**src/rtl/score_keeper.sv**
```systemverilog
`default_nettype none
// score_keeper: turns judge pulses into score, combo, max combo and a timed
// combo-display request for the 7-segment driver. All outputs are registered.
module score_keeper #(
  parameter int SCORE_MAX   = 9999,
  parameter int COMBO_MAX   = 99,
  parameter int COMBO_STEP  = 10,
  parameter int MULT_MAX    = 4,
  parameter int PTS_GOOD    = 1,
  parameter int PTS_PERFECT = 2,
  parameter int SHOW_TICKS  = 500
) (
  input  logic        clk,
  input  logic        rst,
  input  logic        tick_en,
  input  logic        game_active,
  input  logic        clear,
  input  logic        hit_good,
  input  logic        hit_perfect,
  input  logic        miss,
  output logic [13:0] score,
  output logic [6:0]  comboCount,
  output logic [6:0]  max_combo,
  output logic        combo_enable,
  output logic [1:0]  state_o
);

  localparam int SCORE_W = 14;
  localparam int COMBO_W = 7;
  localparam int ADD_W   = 15;
  localparam int TIMER_W = $clog2(SHOW_TICKS + 1);

  typedef enum logic [1:0] {
    IDLE = 2'd0,
    PLAY = 2'd1,
    HOLD = 2'd2
  } state_t;

  state_t               state, state_next;
  logic [SCORE_W-1:0]   score_next;
  logic [COMBO_W-1:0]   combo_next, max_next;
  logic                 enable_next;
  logic [TIMER_W-1:0]   timer, timer_next;

  logic [COMBO_W-1:0]   tier, combo_inc;
  logic [ADD_W-1:0]     mult, base, sum;
  logic                 hit_any, milestone;

  always_comb begin
    state_next  = state;
    score_next  = score;
    combo_next  = comboCount;
    max_next    = max_combo;
    enable_next = combo_enable;
    timer_next  = timer;

    tier      = comboCount / COMBO_W'(COMBO_STEP);
    mult      = (tier >= COMBO_W'(MULT_MAX - 1)) ? ADD_W'(MULT_MAX) : ADD_W'(tier) + ADD_W'(1);
    hit_any   = hit_good | hit_perfect;
    base      = hit_perfect ? ADD_W'(PTS_PERFECT) : ADD_W'(PTS_GOOD);
    // One bit of headroom so the clamp sees the true sum.
    sum       = {1'b0, score} + base * mult;
    combo_inc = (comboCount >= COMBO_W'(COMBO_MAX)) ? COMBO_W'(COMBO_MAX)
                                                    : comboCount + COMBO_W'(1);
    milestone = (combo_inc != comboCount) && (combo_inc != '0) &&
                ((combo_inc % COMBO_W'(COMBO_STEP)) == '0);

    case (state)
      IDLE:    if (game_active)  state_next = PLAY;
      PLAY:    if (!game_active) state_next = HOLD;
      HOLD:    if (game_active)  state_next = PLAY;
      default: state_next = IDLE;
    endcase

    // Show timer runs in every state; only miss, clear or rst stop it.
    if (tick_en && combo_enable) begin
      timer_next = timer - TIMER_W'(1);
      if (timer == TIMER_W'(1)) enable_next = 1'b0;
    end

    if (state == PLAY) begin
      if (miss) begin
        combo_next  = '0;
        enable_next = 1'b0;
        timer_next  = '0;
      end else if (hit_any) begin
        score_next = (sum > ADD_W'(SCORE_MAX)) ? SCORE_W'(SCORE_MAX) : sum[SCORE_W-1:0];
        combo_next = combo_inc;
        if (combo_inc > max_combo) max_next = combo_inc;
        if (milestone) begin
          timer_next  = TIMER_W'(SHOW_TICKS);
          enable_next = 1'b1;
        end
      end
    end

    if (clear) begin
      state_next  = IDLE;
      score_next  = '0;
      combo_next  = '0;
      max_next    = '0;
      enable_next = 1'b0;
      timer_next  = '0;
    end
  end

  always_ff @(posedge clk) begin
    if (rst) begin
      state        <= IDLE;
      score        <= '0;
      comboCount   <= '0;
      max_combo    <= '0;
      combo_enable <= 1'b0;
      timer        <= '0;
    end else begin
      state        <= state_next;
      score        <= score_next;
      comboCount   <= combo_next;
      max_combo    <= max_next;
      combo_enable <= enable_next;
      timer        <= timer_next;
    end
  end

  assign state_o = state;

endmodule
`default_nettype wire

```
**config.mk**
```make
export PLATFORM = sky130hd
export DESIGN_NAME = score_keeper
export DESIGN_NICKNAME = d
export VERILOG_FILES = /design/src/rtl/score_keeper.sv
export SDC_FILE = /design/constraint.sdc
export NUM_CORES = 1
export LEC_CHECK = 0
export ABC_AREA = 1
export CAP_MARGIN = 20
export CORE_UTILIZATION = 49
export CTS_CLUSTER_DIAMETER = 80
export DETAILED_ROUTE_END_ITERATION = 8
export PLACE_DENSITY = 0.72
export SLEW_MARGIN = 40
export SYNTH_ARGS = -nofsm -noshare
export SYNTH_HDL_FRONTEND = slang
export SYNTH_SLANG_ARGS = --single-unit
```
**constraint.sdc**
```tcl
create_clock -name clk -period 6.5 [get_ports clk]
set_input_delay 1.95 -clock clk [delete_from_list [all_inputs] [get_ports clk]]
set_output_delay 1.95 -clock clk [all_outputs]
set_load 0.02 [all_outputs]
```
==> reports/summary.txt, run 1 <==
Rel. slew slack: 0.5214
Max Cap Violations: 0
placed instance area: 3533 sq um
overall die width: 81.35 um
Overall Global Routing Usage: 0.2222
Leak Pwr: 1.674 nW
layout cells sized above 1: 0.1027
min-delay src: state_o[0]
ys async rst share: 0
switch share: 0.2277
Detail Route Antenna Nets: 0
antenna diode count: 0
Post-synth EDFFs: 0
HP Class: flop to flop
RR Startpoint: comboCount[6]
total die area: 6618 sq um
Die Ht: 81.35 um
GP Congestion: 0.8620
Max IR drop VDD: 0.1158 mV
clock skew: 0.01048 ns
Hold Buf Count CTS: 0
root buf cell: clkbuf_8
Worst Hold Path EP: state_o[0]
Mapped Area: 3085 sq um
Critical path buffers and inverters: 3
final hold vios: 0
final worst-path cycle share: 0.8578
drt wl/cell: 12.31 um
warnings from Yosys: 0
TritonCTS clock tree: done
Worst Reg-to-Reg Cells: 30
crit end category: flop
layout net count: 522
Initial Utilization: 0.5150
routed vias/inst: 5.192
Max Transition Viols Final: 0
Primary FF master, synth: dfxtp_1
Max stage delay on crit path: 0.47 ns
R2R Path End: score[8]
Synth Instances: 449
Synth Register Bits: 40
Total Wirelength: 6920 um
synth top area cells: dfxtp_1, ha_1, nand2_1, inv_1, a21oi_1
PwrDens: 136.4 nW/um^2
vias in the first global route: 2766
Critical Path AT: 5.76 ns
Logic pwr share: 0.065
Synth top area share: 0.2595
via count: 2918
Worst path slowest cell: dfxtp_1
largest net degree at the start of global routing: 23
global route overflow: 0
Max FO, Critical Path: 7
clock-pin slew on the worst setup and hold paths: 0.08 ns
internal power: 0.3849 mW
H-Tree Depth: 2
total power: 0.4984 mW
Reg2Reg Setup Slack: 0.92 ns
DR DRC count: 0
synthesis-to-finish area growth: 18.45%
CP dominant cell by count: nand2_1
storage element area: 800.8 sq um
Psw: 0.1135 mW
Least-Margin Pin Slew: 0.7152 ns
Flop pwr share: 0.497
CTS buffer count: 5
fmax: 179.4 MHz
first-pass GRT wire length: 11540 um
clk buf depth: 2
initial drt markers: 116
Setup Fix Bufs, Post-CTS: 0
# port buffers: 38
share of the yosys chip area belonging to registers: 0.2595
leading area contributor after synthesis: dfxtp_1
status: finished, final reports clean
num rows: 28
# resized after CTS: 0
RSZ-0062 raised after global routing: no
synth unique cells: 40
average cell area after synthesis: 6.872 sq um
Fillers: 575
fin crit period: 5.576 ns
initial antenna violation count: 0
Largest delay share family, worst path: simple AND/OR/NAND/NOR gates
Clk Latency, worst-skew pair: 0.30 ns
WS Path Type: flop to flop
clock share of power: 0.438
final setup TNS: 0 ns
area occupied by multi-input gates: 1988 sq um
Post-Layout Inst Area: 3655 sq um
CP Launch Type: flop
DP Wirelength: 5361 um
Final setup viols: 0
critical path required time: 6.69 ns
# IOs: 39
Core ar.: 5991 sq um
Sink Count: 40
DRT Pass-1 Iters: 4
worst hold path depth: 1
[worst reg2reg max path: cells and delay by family, from the launching register on]
kind / cells / cell delay, ns
adders and majority gates: 4 / 0.95
buffers and inverters: 3 / 0.20
xor gates and xnor gates: 2 / 0.36
DFF: 1 / 0.47
AOI/OAI and AO/OA: 8 / 1.63
and+or+nand+nor: 13 / 1.86
[routing by layer]
| layer | up-vias | routed length [um] | GRT usage |
|---|---|---|---|
| met3 | 10 | 268 | 0.03820 |
| met2 | 51 | 3450 | 0.4117 |
| li1 | 1525 | - | - |
| met5 | - | 0 | 0 |
| met1 | 1332 | 3102 | 0.2566 |
| met4 | 0 | 99 | 0.06607 |
[kinds of logic (layout without fill, tap and decap cells)]
logic type	after synthesis	count (layout)	share of synthesized area
buffers and inverters	80	117	0.09732
other	1	2	0.001215
AO/OA/AOI/OAI	78	78	0.1432
flip-flops	40	40	0.2595
AND/OR/NAND/NOR	203	203	0.3289
adder cells (fa/ha/maj)	28	28	0.1160
XOR/XNOR	19	19	0.05393
[cell type report]
class / instances / share of cell area
Multi-Input combinational cell: 330 / 0.5440
Clock inverter: 2 / 0.01061
Clock buffer: 6 / 0.02259
Tap cell: 75 / 0.02568
Sequential cell: 40 / 0.2191
Inverter: 70 / 0.07189
Timing Repair Buffer: 39 / 0.1061
[worst max path at each step]
| stage | to | start | slack, ns | cells after the start |
|---|---|---|---|---|
| 2_1_floorplan | score[9] | comboCount[6] | 1.59 | 29 |
| 3_3_place_gp | score[10] | hit_perfect | 1.08 | 18 |
| 3_5_place_dp | score[8] | hit_perfect | 0.86 | 18 |
| 4_1_cts | score[8] | comboCount[5] | 0.98 | 30 |
| 5_1_grt | score[8] | comboCount[6] | 0.38 | 35 |
| 6_report | score[8] | comboCount[6] | 0.92 | 30 |
[cell usage in the layout, fill, tap and decap left out, drive strengths merged, types with 2 or more instances in the layout]
| cell type | n |
|---|---|
| a21o | 2 |
| a21oi | 38 |
| clkbuf | 6 |
| clkdlybuf4s50 | 38 |
| clkinv | 2 |
| conb | 2 |
| dfxtp | 40 |
| ha | 27 |
| inv | 69 |
| nand2 | 90 |
| nand3 | 34 |
| nand4 | 6 |
| nor2 | 56 |
| nor3 | 9 |
| nor4 | 4 |
| o211ai | 3 |
| o21ai | 26 |
| o21bai | 4 |
| or2 | 3 |
| xnor2 | 2 |
| xor2 | 17 |
[per-stage QoR]
| stage | worst slack, ns | hold WS (ns) | cells | util |
|---|---|---|---|---|
| 3_5_place_dp | 0.8562 | 0.4531 | 554 | 0.5898 |
| 6_report | 0.9245 | 0.4562 | 562 | 0.6101 |
| 4_1_cts | 0.9843 | 0.4633 | 562 | 0.6101 |
| 5_1_grt | 0.3801 | 0.5050 | 562 | 0.6101 |
| 2_1_floorplan | 1.594 | 0.5120 | 450 | - |
| 3_3_place_gp | 1.077 | 0.4435 | 554 | 0.5898 |
[synth_stat cells (8+ instances only)]
library cell and instances:
nand2_1 77, nand2_2 8, o21ai_1 8, dfxtp_1 40
inv_1 66, o21ai_0 17, nand3_1 28, clkbuf_1 10
xor2_1 17, nor2_2 10, nor2_1 44, ha_1 27
nor3_1 8, a21oi_1 37
[power groups by stage]
stage / combinational, mW / clock, mW / sequential (mW)
floorplan: 0.0168 / 0 / 0.255
global placement: 0.0316 / 0 / 0.254
global route: 0.0358 / 0.228 / 0.248
detailed placement: 0.0320 / 0 / 0.254
finish: 0.0322 / 0.218 / 0.248
CTS: 0.0323 / 0.221 / 0.248
[registers in the layout, summed over array words and instances (netlist names)]
| signal | flops |
|---|---|
| combo_enable | 1 |
| score | 14 |
| state_o | 2 |
| max_combo | 7 |
| comboCount | 7 |
| timer | 9 |
Note: power is estimated with default switching activity, not from simulation.
==> inputs of run 2 (changes only) <==
--- a/config.mk
+++ b/config.mk
@@ -7,11 +7,12 @@
 export LEC_CHECK = 0
 export ABC_AREA = 1
 export CAP_MARGIN = 20
-export CORE_UTILIZATION = 49
+export CELL_PAD_IN_SITES_DETAIL_PLACEMENT = 0
+export CELL_PAD_IN_SITES_GLOBAL_PLACEMENT = 1
+export CORE_UTILIZATION = 40
 export CTS_CLUSTER_DIAMETER = 80
 export DETAILED_ROUTE_END_ITERATION = 8
-export PLACE_DENSITY = 0.72
-export SLEW_MARGIN = 40
+export PLACE_DENSITY_LB_ADDON = 0.1
 export SYNTH_ARGS = -nofsm -noshare
 export SYNTH_HDL_FRONTEND = slang
 export SYNTH_SLANG_ARGS = --single-unit
==> run 2 against run 1 <==
Wire length fell by 1.2%. Die area rose by 22%. Power rose by 1.0%. Clock skew fell by 0.0040 ns.
==> reports/summary.txt, run 2 (synthesis gave the netlist of run 1 again) <==
Final Util: 0.5007 (-0.1094)
status: finished, final reports clean
Overall Global Routing Usage: 0.1795 (-0.04274)
final setup margin: 1.033 ns (+0.1083 ns)
worst hold path depth: 2 (+1)
Biggest register: score
R2R Path End: score[10]
TritonCTS clock tree: done
clock skew: 0.006469 ns (-0.004009 ns)
pre-CTS setup slack: 0.9034 ns (+0.04715 ns)
overall die width: 89.83 um (+10%)
Worst path slowest cell: dfxtp_1
met3 WL: 302 um (+13%)
Fillers: 774 (+35%)
most common cell after layout, fill and taps aside: nand2_1
DRT Pass-1 Iters: 4 (unchanged)
RSZ-0062 raised after global routing: no
fmax: 182.9 MHz (+2.0%)
layout cells sized above 1: 0.1027 (unchanged)
Sink Count: 40 (unchanged)
antenna diode count: 0 (unchanged)
CP Launch Type: flop
min-delay src: max_combo[3]
H-Tree Depth: 2 (unchanged)
DP Wirelength: 5321 um (-0.75%)
PwrDens: 136.5 nW/um^2 (about the same)
clk buf depth: 2 (unchanged)
initial antenna violation count: 0 (unchanged)
Final setup viols: 0 (unchanged)
DR DRC count: 0 (unchanged)
max layer used: met4
Rel. slew slack: 0.5204 (-0.001022)
Worst Reg-to-Reg Cells: 29 (-3.3%)
Critical Path AT: 5.66 ns (-0.10 ns)
Initial Utilization: 0.4187 (-0.09636)
Clk Latency, worst-skew pair: 0.29 ns (about the same)
Reg2Reg Setup Slack: 1.03 ns (+0.11 ns)
final non-filler cell total: 586 (+4.3%)
synthesis-to-finish area growth: 19.59%
Largest register FFs: 14 (unchanged)
HP Class: flop to flop
Leak Pwr: 1.677 nW (+0.18%)
Least-Margin Pin Slew: 0.7186 ns (+0.003385 ns)
Worst Hold Path EP: max_combo[3]
WL met2: 2998 um (-13%)
Core ar.: 7370 sq um (+23%)
placed insts: 578 (+4.3%)
vias in the first global route: 2691 (-2.7%)
Hold Buf Count CTS: 0 (unchanged)
RR Startpoint: comboCount[6]
Max IR drop VDD: 0.07455 mV (-36%)
final setup TNS: 0 ns (unchanged)
GP Congestion: 0.8217 (-4.7%)
WL met1: 3479 um (+12%)
Largest regs: score (14), timer (9)
root buf cell: clkbuf_8
total die area: 8069 sq um (+22%)
layout net count: 522 (unchanged)
# resized after CTS: 0 (unchanged)
global route overflow: 0 (unchanged)
most frequent cells in the layout: nand2_1, inv_1, nor2_1
drt wl/cell: 11.66 um (-5.3%)
WS Path Type: flop to flop
initial drt markers: 128 (+10%)
Post-Layout Inst Area: 3690 sq um (+0.96%)
routed vias/inst: 4.846 (-6.7%)
Setup Fix Bufs, Post-CTS: 0 (unchanged)
num rows: 31 (+11%)
placed instance area: 3563 sq um (+0.85%)
Max FO, Critical Path: 7 (unchanged)
via count: 2840 (-2.7%)
final hold vios: 0 (unchanged)
crit end category: flop
Max stage delay on crit path: 0.50 ns (+0.03 ns)
fin crit period: 5.467 ns (-0.1083 ns)
Die Ht: 89.83 um (+10%)
largest net degree at the start of global routing: 23 (unchanged)
Total Wirelength: 6834 um (-1.2%)
# IOs: 39 (unchanged)
first-pass GRT wire length: 12080 um (+4.7%)
final worst-path cycle share: 0.8411 (-0.01666)
CTS buffer count: 5 (unchanged)
# port buffers: 38 (unchanged)
Detail Route Antenna Nets: 0 (unchanged)
clock-pin slew on the worst setup and hold paths: 0.08 ns (about the same)
Max Transition Viols Final: 0 (unchanged)
Max Cap Violations: 0 (unchanged)
CP dominant cell by count: nand2_1
critical path required time: 6.70 ns (about the same)
run 2: cell type report:
cell class,instances,area (sq um),share of cell area
Clock buffer,7,96.34,0.02611
Clock inverter,1,30.03,0.008138
Inverter,70,262.8,0.07121
Multi-Input combinational cell,330,1988,0.5388
Sequential cell,40,800.8,0.2170
Tap cell,99,123.9,0.03357
Timing Repair Buffer,39,387.9,0.1051
run 2: layer usage:
| layer | vias up | GRT usage |
|---|---|---|
| met5 | - | 0 |
| met4 | 0 | 0.04645 |
| met3 | 5 | 0.03130 |
| met2 | 48 | 0.2987 |
| met1 | 1257 | 0.2391 |
| li1 | 1530 | - |
run 2: worst max path at each step:
stage	startpoint	to	slack, ns	cells after the start
after CTS	comboCount[6]	score[9]	0.97	29
after global routing	comboCount[6]	score[8]	0.27	29
after floorplan	comboCount[6]	score[9]	1.59	29
after global placement	hit_perfect	score[10]	1.05	18
after detailed placement	hit_perfect	score[9]	0.90	18
final	comboCount[6]	score[10]	1.03	29
run 2: critical path, delay by kind of cell (launching register included):
kind / cells / cell delay [ns]
AO/OA/AOI/OAI: 10 / 1.73
AND/OR/NAND/NOR: 11 / 1.47
adder cells (fa/ha/maj): 4 / 1.17
flip-flops: 1 / 0.50
XOR/XNOR: 2 / 0.36
buffers and inverters: 2 / 0.11
run 2: stage by stage:
step                power, mW  hold WS [ns]
floorplan              0.2721        0.5120
detailed placement     0.2853        0.4747
global route           0.5212        0.5165
global placement       0.2853        0.4687
finish                 0.5035        0.4822
CTS                    0.5095        0.4859
run 2: power by group:
part	switching [mW]	internal, mW	leakage [nW]
clock	0.0887	0.136	0.0645
sequential	0.00149	0.246	0.323
combinational	0.0185	0.0128	1.29
total	0.109	0.395	1.68
